$ cat src/rtl/hs_sync_pkg.sv
// Shared types and limits for the handshake pulse synchronizer endpoint.
// TX channel state encoding and the minimum synchronizer depth live here.
`timescale 1ns/1ps
package hs_sync_pkg;

  typedef enum logic [1:0] {
    TX_IDLE = 2'd0,
    TX_REQ  = 2'd1,
    TX_REL  = 2'd2
  } tx_state_t;

  localparam int SYNC_STAGES_MIN = 2;

endpackage

$ cat src/rtl/cdc_sync_bit.sv
// Single-bit multi-flop synchronizer with asynchronous active-low reset.
// The output is the last flop of the chain, so it is always a registered level.
`timescale 1ns/1ps
module cdc_sync_bit
  import hs_sync_pkg::*;
#(
  parameter int STAGES = 2
) (
  input  logic clk,
  input  logic reset_n,
  input  logic d,
  output logic q
);

  if (STAGES < SYNC_STAGES_MIN) begin : g_bad_stages
    $error("cdc_sync_bit: STAGES must be at least %0d", SYNC_STAGES_MIN);
  end

  logic [STAGES-1:0] sync_q;

  always_ff @(posedge clk or negedge reset_n) begin
    if (!reset_n) begin
      sync_q <= '0;
    end else begin
      sync_q <= {sync_q[STAGES-2:0], d};
    end
  end

  assign q = sync_q[STAGES-1];

endmodule

$ cat src/rtl/hs_pulse_sync_endpoint.sv
// NCH-channel endpoint of a 4-phase req/ack pulse synchronizer (TX and RX halves).
// Define HS_PENDING_EN to add a 1-deep pending event per TX channel.
`timescale 1ns/1ps
module hs_pulse_sync_endpoint
  import hs_sync_pkg::*;
#(
  parameter int NCH         = 4,
  parameter int SYNC_STAGES = 2
) (
  input  logic           clk,
  input  logic           reset_n,
  input  logic [NCH-1:0] tx_pulse,
  output logic [NCH-1:0] tx_busy,
  output logic [NCH-1:0] tx_drop,
  output logic [NCH-1:0] tx_req,
  input  logic [NCH-1:0] tx_ack_async,
  input  logic [NCH-1:0] rx_req_async,
  output logic [NCH-1:0] rx_ack,
  output logic [NCH-1:0] rx_pulse
);

  if (SYNC_STAGES < SYNC_STAGES_MIN) begin : g_bad_stages
    $error("hs_pulse_sync_endpoint: SYNC_STAGES must be at least %0d", SYNC_STAGES_MIN);
  end
  if (NCH < 1) begin : g_bad_nch
    $error("hs_pulse_sync_endpoint: NCH must be at least 1");
  end

  // Handshake: req rises to announce one event and holds until the synchronized
  // ack is seen high; req then falls and the channel stays busy until ack falls.
  // Each side only ever looks at the other's registered level through a sync chain.
  logic [NCH-1:0] ack_s;
  logic [NCH-1:0] req_s;

  assign rx_ack = req_s;

  for (genvar ch = 0; ch < NCH; ch++) begin : g_ch
    tx_state_t state_q;
    logic      req_q;
    logic      busy_q;
    logic      drop_q;
    logic      req_s_q;
    logic      pulse_q;

    cdc_sync_bit #(.STAGES(SYNC_STAGES)) u_ack_sync (
      .clk     (clk),
      .reset_n (reset_n),
      .d       (tx_ack_async[ch]),
      .q       (ack_s[ch])
    );

    cdc_sync_bit #(.STAGES(SYNC_STAGES)) u_req_sync (
      .clk     (clk),
      .reset_n (reset_n),
      .d       (rx_req_async[ch]),
      .q       (req_s[ch])
    );

`ifdef HS_PENDING_EN
    logic pend_q;

    always_ff @(posedge clk or negedge reset_n) begin
      if (!reset_n) begin
        state_q <= TX_IDLE;
        req_q   <= 1'b0;
        busy_q  <= 1'b0;
        drop_q  <= 1'b0;
        pend_q  <= 1'b0;
      end else begin
        drop_q <= 1'b0;
        case (state_q)
          TX_IDLE: begin
            if (tx_pulse[ch]) begin
              state_q <= TX_REQ;
              req_q   <= 1'b1;
              busy_q  <= 1'b1;
            end
          end
          TX_REQ: begin
            if (ack_s[ch]) begin
              state_q <= TX_REL;
              req_q   <= 1'b0;
            end
            if (tx_pulse[ch]) begin
              if (pend_q) drop_q <= 1'b1;
              else        pend_q <= 1'b1;
            end
          end
          TX_REL: begin
            if (!ack_s[ch]) begin
              // A stored or simultaneous event relaunches without visiting idle;
              // with both present the new pulse takes the freed pending slot.
              if (pend_q || tx_pulse[ch]) begin
                state_q <= TX_REQ;
                req_q   <= 1'b1;
                pend_q  <= pend_q & tx_pulse[ch];
              end else begin
                state_q <= TX_IDLE;
                busy_q  <= 1'b0;
              end
            end else if (tx_pulse[ch]) begin
              if (pend_q) drop_q <= 1'b1;
              else        pend_q <= 1'b1;
            end
          end
          default: begin
            state_q <= TX_IDLE;
            req_q   <= 1'b0;
            busy_q  <= 1'b0;
            pend_q  <= 1'b0;
          end
        endcase
      end
    end
`else
    always_ff @(posedge clk or negedge reset_n) begin
      if (!reset_n) begin
        state_q <= TX_IDLE;
        req_q   <= 1'b0;
        busy_q  <= 1'b0;
        drop_q  <= 1'b0;
      end else begin
        drop_q <= tx_pulse[ch] & busy_q;
        case (state_q)
          TX_IDLE: begin
            if (tx_pulse[ch]) begin
              state_q <= TX_REQ;
              req_q   <= 1'b1;
              busy_q  <= 1'b1;
            end
          end
          TX_REQ: begin
            if (ack_s[ch]) begin
              state_q <= TX_REL;
              req_q   <= 1'b0;
            end
          end
          TX_REL: begin
            if (!ack_s[ch]) begin
              state_q <= TX_IDLE;
              busy_q  <= 1'b0;
            end
          end
          default: begin
            state_q <= TX_IDLE;
            req_q   <= 1'b0;
            busy_q  <= 1'b0;
          end
        endcase
      end
    end
`endif

    // Rising edge of the synchronized req is the reconstructed remote event.
    always_ff @(posedge clk or negedge reset_n) begin
      if (!reset_n) begin
        req_s_q <= 1'b0;
        pulse_q <= 1'b0;
      end else begin
        req_s_q <= req_s[ch];
        pulse_q <= req_s[ch] & ~req_s_q;
      end
    end

    assign tx_req[ch]   = req_q;
    assign tx_busy[ch]  = busy_q;
    assign tx_drop[ch]  = drop_q;
    assign rx_pulse[ch] = pulse_q;
  end

endmodule
$ cat config.mk
export PLATFORM = sky130hd
export DESIGN_NAME = hs_pulse_sync_endpoint
export DESIGN_NICKNAME = d
export VERILOG_FILES = /design/src/rtl/hs_sync_pkg.sv /design/src/rtl/cdc_sync_bit.sv /design/src/rtl/hs_pulse_sync_endpoint.sv
export SDC_FILE = /design/constraint.sdc
export NUM_CORES = 1
export LEC_CHECK = 0
export CORE_MARGIN = 5
export CORE_UTILIZATION = 30
export DETAILED_ROUTE_END_ITERATION = 8
export GPL_TIMING_DRIVEN = 0
export PLACE_DENSITY = 0.59
export SETUP_SLACK_MARGIN = 0.02
export SLEW_MARGIN = 20
export SYNTH_ARGS = -nofsm -noshare
export SYNTH_HDL_FRONTEND = slang
export SYNTH_SLANG_ARGS = --single-unit
$ cat constraint.sdc
create_clock -name clk -period 1.1 [get_ports clk]
set_input_delay 0.22 -clock clk [delete_from_list [all_inputs] [get_ports clk]]
set_output_delay 0.22 -clock clk [all_outputs]
set_load 0.03 [all_outputs]
# After elaboration in Yosys (flattened, before gate mapping)
# Cells that the tools add are included.
[word_totals]
latch_bits = 0
n_memories = 0
in_bits = 14
ramBits = 0
mem_bits_ro = 0
word_cells = 124
reg_bits = 44
[op_classes]
div = 0
reduce_logical = 16
mux = 36
order_cmp = 0
shift = 0
n_mul = 0
n_bitwise = 20
n_eq_ne = 20
add_sub_neg = 0
[op_table]
columns = ["op", "n"]
rows = [
  ["$reduce_and 3->1", 12],
  ["$mux 2", 12],
  ["$pmux 1 s3", 8],
  ["$pmux 2 s3", 4],
  ["$ne 2x2->1 const B", 8],
  ["$mux 1", 12],
  ["$not 1->1", 12],
  ["$and 1x1->1", 8],
  ["$eq 2x1->1 const B", 4],
  ["$eq 2x2->1 const B", 4],
  ["$logic_not 2->1", 4],
  ["$ne 2x1->1 const B", 4],
]

# Depth between registers and ports, before layout
# Gate-level depths: netlist of run 1.
[depth]
depth_word = 3
mapped_depth = 3
mapped_depth_nobuf = 3

# By module
# Synthesis of run 1 repeated with hierarchy kept, for this count alone.
[unflattened]
hier_cells = 117
area_unflattened_um2 = 1529.0
[modules_own_cells]
columns = ["mod", "seq_area_each_um2", "n_inst", "area_each_um2", "cells_each"]
rows = [
  ["hs_pulse_sync_endpoint", 700.7, 1, 1128.6, 101],
  ["cdc_sync_bit", 50.0, 8, 50.0, 2],
]

# Least setup slack after synthesis of run 1
# No wires, ideal clock.
[synth_path]
path_kind = "register -> register"
start = "reg g_ch[1].state_q[0]"
end = "reg g_ch[1].req_q"
path_buffers = 0
setup_time_ps = 82
synth_period_minus_slack_ps = 777
t_arrival_ps = 695
path_stages_with_launch = 4
slack_ps = 323
path_cell_list = "dfrtp_1 -> nor2b_2 -> a21oi_1 -> o22ai_1"
[synth_between]
elab_chain_len = 3
elab_cells_between_ends = 8
classes_between = "4 x eq/ne; 1 x mux; 1 x bitwise; 2 x reduce/logical"
[synth_rtl]
columns = ["element", "line", "text"]
rows = [
  ["start: declaration", "hs_pulse_sync_endpoint.sv:38", "tx_state_t state_q;"],
  ["start signal: assignment", "hs_pulse_sync_endpoint.sv:118", "state_q <= TX_IDLE;"],
  ["start signal: assignment", "hs_pulse_sync_endpoint.sv:127", "state_q <= TX_REQ;"],
  ["start signal: assignment", "hs_pulse_sync_endpoint.sv:134", "state_q <= TX_REL;"],
  ["$eq 2x1->1, or another cell as far along", "hs_pulse_sync_endpoint.sv:124", "case (state_q)"],
  ["$ne 2x1->1 (no line), or another cell as far along", "-", ""],
  ["$reduce_and 3->1 (no line)", "-", ""],
  ["end signal: assignment", "hs_pulse_sync_endpoint.sv:119", "req_q <= 1'b0;"],
  ["end signal: assignment", "hs_pulse_sync_endpoint.sv:128", "req_q <= 1'b1;"],
  ["end signal: assignment", "hs_pulse_sync_endpoint.sv:135", "req_q <= 1'b0;"],
  ["end: declaration", "hs_pulse_sync_endpoint.sv:39", "logic req_q;"],
]
# Parallel ways exist; a longest one is shown, timed or not.
# A chain may end at the register's enable or synchronous reset.

# Worst setup path after layout of run 1
[layout_path]
start = "reg g_ch[0].u_req_sync.sync_q[1]"
end = "out rx_ack[0]"
[layout_rtl]
columns = ["element", "line", "text"]
rows = [
  ["start: declaration", "cdc_sync_bit.sv:19", "logic [STAGES-1:0] sync_q;"],
  ["start signal: assignment", "cdc_sync_bit.sv:25", "sync_q <= {sync_q[STAGES-2:0], d};"],
  ["end: declaration", "hs_pulse_sync_endpoint.sv:18", "output logic [NCH-1:0] rx_ack,"],
]
# No word-level cell between the ends.

==> reports/qor.yml, run 1 <==
timing:
  finalSetupViolCount: 0
  timing_worst_slew_pin_value_ps: 380
  final.min_clock_period_ps: 1060
  rsz0062_at_grt: "true"
  worst_clock_skew_ps: 5.14
  final_critical_path_setup_slack_ps: 44.0
  min_period_over_period_pct: 96.0
  maxSlewViolCount: 0
  max_slew_margin_pct: 74.7
  fmax_mhz: 947
  final-hold-violation-count: 0
grt:
  grt_start_max_net_pins: 30
  first_pass_grt_wire_length_um: 4210
  grt-ovfl-total: 0
  groute.usage.overall_pct: 8.32
  initial_antenna_violation_count: 0
  grt_pass1_vias: 964
synth:
  yosys.area_share.simple_pct: 10.2
  synth-compound-area-share_pct: 4.44
  avgSynthCellArea_um2: 12.8
  synth.area.top_cells: "sky130_fd_sc_hd__dfrtp_1 70%, sky130_fd_sc_hd__buf_4 9.5%, sky130_fd_sc_hd__nor2_1 3.6%"
  synthCells: 123
  synth.lib_cells_used.distinct: 15
  synth-seq-cells: 44
  yosys_warnings: 0
  syn_area_um2: 1580
  synth_seq_area_share_pct: 69.8
  post_synth_top_area_cell: "sky130_fd_sc_hd__dfrtp_1"
  post_syn_nets: 137
  synth_mux_area_share_pct: 1.90
  synthXorXnorAreaFrac_pct: 2.22
  synth_adder_area_share_pct: 0
  main_combinational_cell_family_by_area_after_synthesis: "buffers and inverters"
  yosysTopAreaCellShare_pct: 69.8
clocking:
  numCtsBuffers: 5
  clock_tree.buffer_depth: 2
  cts.sink_count: 44
  worstSkewPairLatency_ps: 290
  cts_root_buffer: "sky130_fd_sc_hd__clkbuf_8"
  cts.clk_slew.worst_paths_ps: 80
  cts_tree: "done"
  cts-htree-levels: 2
pwr:
  worst_ir_drop_vdd_v: 0.000728
  power_per_cell_area_nw_per_um2: 2480
  power_leakage_nw: 0.994
setup_path:
  critical_path_buf_inv_count: 1
  critical_path.max_stage_delay_ps: 400
  crit_path_top_delay_cell: "sky130_fd_sc_hd__dfrtp_1"
  cp_max_fo: 2
  required_arrival_time_at_the_worst_endpoint_ps: 880
  timing.critical_path.arrival_ps: 840
  setup.worst_path.start_class: "flop"
  critical_path_class: "reg -> out"
  cp_cell_sequence: "buf_6"
  path_delay_family: "flip-flops"
  endpoint_kind: "output port"
floorplanning:
  fp.coreArea_um2: 5110
  fp.dieArea_um2: 6800
  core.rowCount: 26
  initial_utilization_pct: 30.9
  dieWidth_um: 82.5
  io_pins: 34
  die_y_um: 82.5
placed_design:
  dp_worst_setup_slack_ps: -268
  place.detailed.hpwl_um: 1770
  portBuffers: 33
  gp_congestion: 0.659
finish:
  finished_core_util_pct: 41.5
  final_net_count: 173
  drive_gt1_share_pct: 30.0
  n_antenna_cell: 0
  area_added_between_synthesis_and_finish_pct: 34.5
route:
  detail_route.drc_violations: 0
  drt_pass1_iterations: 4
  wl_um: 2460
  detailed_route_via_count: 925
  vias_per_cell: 4.02
  postRouteAntennaNets: 0
  drt-initial-drc-count: 14
  routed_wire_length_per_instance_um: 10.7
worst_hold_path:
  worst_hold_path_type: "reg -> reg"
status:
  outcome: "completed"
flow_run:
  timing.max_cap.violations: 0
## cell usage after synthesis, drive strengths merged
library cell	n
xnor2	4
o22ai	4
inv	8
mux2i	3
nand3b	1
buf	20
nand2	3
nor2b	8
dfrtp	44
nor2	15
and2	4
o21ai	4
a21oi	5
## sequential cells by signal (all words and copies together) (netlist names)
register	flops
g_ch.state_q	8
g_ch.req_s_q	4
g_ch.req_q	4
g_ch.pulse_q	4
g_ch.busy_q	4
g_ch.drop_q	4
g_ch.u_ack_sync.sync_q	8
g_ch.u_req_sync.sync_q	8
## layout make-up
cell class                      instances  area (um2)
Clock buffer                            6        82.6
Sequential cell                        44        1100
Multi-Input combinational cell         51         295
Tap cell                               70        87.6
Timing Repair Buffer                   49         485
Clock inverter                          2        38.8
Inverter                                8        30.0
Fill cell                             492        2990
## metal layers
metal  up-vias  GRT usage, %  part of all wire, %
met4         0          3.92                  1.8
met1       455          8.77                   37
met2        25          14.4                   54
met3         5          3.36                  7.2
li1        440             -                    -
met5         -             0                    0
## power by group
group          internal (mW)  leakage [nW]  total, mW  switching [mW]
Clock                  0.742        0.0614       1.26           0.514
Combinational          0.905         0.412       1.70           0.798
Sequential              1.98         0.521       2.31           0.333
## final timing paths
path	start	endpoint	slack, ps	depth (start not counted)
worst max-delay path	g_ch[0].u_req_sync.sync_q[1]$_DFF_PN0_	rx_ack[0]	40	1
min in group asynchronous	reset_n	g_ch[2].u_req_sync.sync_q[0]$_DFF_PN0_	370	2
max in group asynchronous	reset_n	g_ch[1].drop_q$_DFF_PN0_	250	3
worst min-delay path	g_ch[1].u_ack_sync.sync_q[0]$_DFF_PN0_	g_ch[1].u_ack_sync.sync_q[1]$_DFF_PN0_	350	0
worst max register to register	g_ch[3].req_q$_DFFE_PN0P_	g_ch[3].req_q$_DFFE_PN0P_	170	4
worst min register to register	g_ch[1].u_ack_sync.sync_q[0]$_DFF_PN0_	g_ch[1].u_ack_sync.sync_q[1]$_DFF_PN0_	350	0
## cell families after synthesis
group	count (synthesis)
AO/OA/AOI/OAI	13
XOR/XNOR	4
flip-flops	44
AND/OR/NAND/NOR	31
multiplexers	3
buffers and inverters	28
## stage by stage
stage / std cells / hold WS [ps] / cell area, um2 / total power [mW] / setup TNS [ps]
after CTS: 229 / 348 / 2120 / 5.34 / -66.0
after global placement: 226 / 333 / 1990 / 3.90 / -58890
after global routing: 230 / 352 / 2120 / 5.61 / -8.98
final: 230 / 354 / 2120 / 5.27 / 0
after detailed placement: 227 / 158 / 2010 / 3.99 / -4850
after floorplan: 123 / -75.6 / 1580 / 3.40 / 0
## placed cells by master, fill, tap and decap left out
cell	n
sky130_fd_sc_hd__o22ai_1	4
sky130_fd_sc_hd__nor2b_1	4
sky130_fd_sc_hd__dfrtp_1	44
sky130_fd_sc_hd__nand3b_1	1
sky130_fd_sc_hd__nor2b_2	4
sky130_fd_sc_hd__buf_6	20
sky130_fd_sc_hd__clkbuf_8	6
sky130_fd_sc_hd__bufinv_16	1
sky130_fd_sc_hd__buf_4	14
sky130_fd_sc_hd__clkdlybuf4s50_1	12
sky130_fd_sc_hd__o21ai_0	3
sky130_fd_sc_hd__clkinv_4	1
sky130_fd_sc_hd__and2_1	4
sky130_fd_sc_hd__a21oi_1	5
sky130_fd_sc_hd__mux2i_1	3
sky130_fd_sc_hd__nand2_1	3
sky130_fd_sc_hd__o21ai_1	1
sky130_fd_sc_hd__nor2_1	15
sky130_fd_sc_hd__xnor2_1	4
sky130_fd_sc_hd__buf_2	1
sky130_fd_sc_hd__inv_1	8
sky130_fd_sc_hd__buf_12	1
sky130_fd_sc_hd__dlygate4sd3_1	1
## timing repair
action / in CTS / in global routing
endpoints found under the hold margin: 15 / 0
setup endpoints to repair: 20 / 11
pin swaps: 0 / 0
buffers inserted: 12 / 2
resized for setup: 141 / 0
hold buffers: 1 / 0
(Power assumes the default switching activity.)
==> run 2, diff against run 1 <==
ABC_CLOCK_PERIOD_IN_PS = 1100   (was unset)
CORE_ASPECT_RATIO = 0.8   (was unset)
==> reports/qor.yml, run 2 (synthesis gave the netlist of run 1 again) <==
finish:
  layout.filler_cells: 471  # -4.3%
  mostFrequentLayoutCells: "44 x sky130_fd_sc_hd__dfrtp_1, 20 x sky130_fd_sc_hd__buf_6, 15 x sky130_fd_sc_hd__nor2_1, 14 x sky130_fd_sc_hd__buf_4, 12 x sky130_fd_sc_hd__clkdlybuf4s50_1"
  final_common_cell: "sky130_fd_sc_hd__dfrtp_1"
  area_added_between_synthesis_and_finish_pct: 33.3
  storage_element_area_um2: 1100  # unchanged
  multi_input_area_um2: 295  # unchanged
  drive_gt1_share_pct: 30.0  # unchanged
  n_antenna_cell: 0  # unchanged
  largest_registers: "g_ch.state_q (8), g_ch.u_ack_sync.sync_q (8), g_ch.u_req_sync.sync_q (8)"
  final_net_count: 173  # unchanged
  finish.cell_count_without_fillers: 222  # -3.5%
placed_design:
  gp_congestion: 0.691  # +4.8%
  place.detailed.hpwl_um: 1780  # +0.33%
  number_of_instances_in_the_placed_design: 219  # -3.5%
  portBuffers: 33  # unchanged
pwr:
  total_power_mw: 5.23  # -0.72%
  power_per_cell_area_nw_per_um2: 2490  # +0.22%
  comb_power_share_pct: 32.7  # +0.4 points
  clkPwrFrac_pct: 23.0  # -0.8 points
  worst_ir_drop_vdd_v: 0.00121  # +66%
  power_leakage_nw: 0.986  # -0.78%
  p_sw_share_pct: 31.9  # +0.65 points
  part_of_the_power_in_registers_pct: 44.3  # +0.5 points
  p_int_mw: 3.56  # -1.7%
  total_switching_power_mw: 1.67  # +1.3%
status:
  outcome: "completed"
setup_path:
  reg2reg_from: "g_ch[0].busy_q$_DFFE_PN0P_"
  r2r.worst_path.cells: 4  # unchanged
  path_delay_family: "flip-flops"
  cp_max_fo: 2  # unchanged
  setup.worst_path.start_class: "flop"
  source_of_the_critical_timing_path: "g_ch[1].busy_q$_DFFE_PN0P_"
  critical_path_buf_inv_count: 1  # unchanged
  setup.reg_to_reg.worst_slack_ps: 80  # -90 ps
  critical_path.max_stage_delay_ps: 410  # about the same
  cp_cell_sequence: "buf_6"
  endpoint_kind: "output port"
  critical_path_depth: 1  # unchanged
  required_arrival_time_at_the_worst_endpoint_ps: 880  # about the same
  worstSetupEndpoint: "tx_busy[1]"
  reg2reg_to: "g_ch[0].busy_q$_DFFE_PN0P_"
  crit_path_top_delay_cell: "sky130_fd_sc_hd__dfrtp_1"
  critical_path_class: "reg -> out"
  timing.critical_path.arrival_ps: 840  # about the same
timing:
  min_period_over_period_pct: 96.8  # +0.82 points
  timing_worst_slew_pin_value_ps: 306  # -73.5 ps
  maxSlewViolCount: 0  # unchanged
  rsz0062_at_grt: "true"
  max_slew_margin_pct: 79.6  # +4.9 points
  final.setup.tns_ps: 0  # unchanged
  fmax_mhz: 939  # -0.85%
  holdWs_ps: 350  # -3.48 ps
  final-hold-violation-count: 0  # unchanged
  worst_clock_skew_ps: 7.02  # +1.88 ps
  final.min_clock_period_ps: 1060  # +9.02 ps
  finalSetupViolCount: 0  # unchanged
route:
  drt_pass1_iterations: 4  # unchanged
  vias_per_cell: 4.08  # +1.5%
  wl_um: 2520  # +2.4%
  routed_wire_length_per_instance_um: 11.3  # +6.1%
  drt-initial-drc-count: 31  # +17
  detail_route.drc_violations: 0  # unchanged
  postRouteAntennaNets: 0  # unchanged
  detailed_route_via_count: 906  # -2.1%
floorplanning:
  fp.coreArea_um2: 5060  # -0.83%
  die_y_um: 74.8  # -9.3%
  dieWidth_um: 91.1  # +10%
  core.rowCount: 23  # -12%
  initial_utilization_pct: 31.1  # +0.26 points
  fp.dieArea_um2: 6810  # +0.14%
  io_pins: 34  # unchanged
grt:
  first_pass_grt_wire_length_um: 4280  # +1.6%
  groute.usage.overall_pct: 8.08  # -0.25 points
  initial_antenna_violation_count: 0  # unchanged
  grt_start_max_net_pins: 34  # +13%
  grt-ovfl-total: 0  # unchanged
  grt_pass1_vias: 930  # -3.5%
flow_run:
  timing.max_cap.violations: 0  # unchanged
clocking:
  cts_tree: "done"
  cts-htree-levels: 2  # unchanged
  cts.clk_slew.worst_paths_ps: 80  # about the same
  numCtsBuffers: 5  # unchanged
  clock_tree.buffer_depth: 2  # unchanged
  cts.sink_count: 44  # unchanged
  cts_root_buffer: "sky130_fd_sc_hd__clkbuf_8"
  worstSkewPairLatency_ps: 290  # about the same
worst_hold_path:
  worst_hold_path_type: "in -> async"
## run 2: how the worst min path moves through the flow
stage / start / endpoint / slack (ps) / cells past startpoint
after floorplan: reset_n / g_ch[0].busy_q$_DFFE_PN0P_ / -80 / 0
after global placement: g_ch[1].u_req_sync.sync_q[0]$_DFF_PN0_ / g_ch[1].u_req_sync.sync_q[1]$_DFF_PN0_ / 330 / 0
after detailed placement: reset_n / g_ch[3].drop_q$_DFF_PN0_ / 130 / 1
after CTS: tx_ack_async[1] / g_ch[1].u_ack_sync.sync_q[0]$_DFF_PN0_ / 350 / 1
after global routing: rx_req_async[1] / g_ch[1].u_req_sync.sync_q[0]$_DFF_PN0_ / 350 / 1
final: reset_n / g_ch[2].u_ack_sync.sync_q[0]$_DFF_PN0_ / 350 / 2
## run 2: layer usage
| layer | global-route usage [%] | routed length, um |
|---|---|---|
| met1 | 9.68 | 1140 |
| met4 | 3.42 | 29 |
| met5 | 0 | 0 |
| met2 | 12.5 | 1140 |
| met3 | 4.10 | 212 |
## run 2: cell type report
cell class,instances,area share [%]
Sequential cell,44,52.4
Timing Repair Buffer,49,23.1
Multi-Input combinational cell,51,14.1
Tap cell,62,3.69
Clock buffer,5,3.28
Clock inverter,3,2.03
Inverter,8,1.43
## run 2: power groups by stage
stage                     registers, mW  clock network, mW  logic, mW
after floorplan                    2.28                  0       1.13
after global placement             2.33                  0       1.59
after detailed placement           2.36                  0       1.63
after CTS                          2.32               1.26       1.66
after global routing               2.37               1.32       1.86
final                              2.32               1.20       1.71
## run 2: repair_timing
action,in CTS,in global routing
hold buffers,1,0
setup endpoints to repair,20,12
setup buffers,11,3
hold endpoints to repair,11,0
resized for setup,140,0
## run 2: metrics by stage
stage | area (um2) | setup slack [ps] | utilization, %
6_report | 2100 | 35.0 | 41.5
5_1_grt | 2100 | -17.3 | 41.5
4_1_cts | 2080 | 18.9 | 41.0
3_5_place_dp | 2000 | -262 | 39.5
3_3_place_gp | 1980 | -1310 | 39.2
2_1_floorplan | 1580 | 323 | -
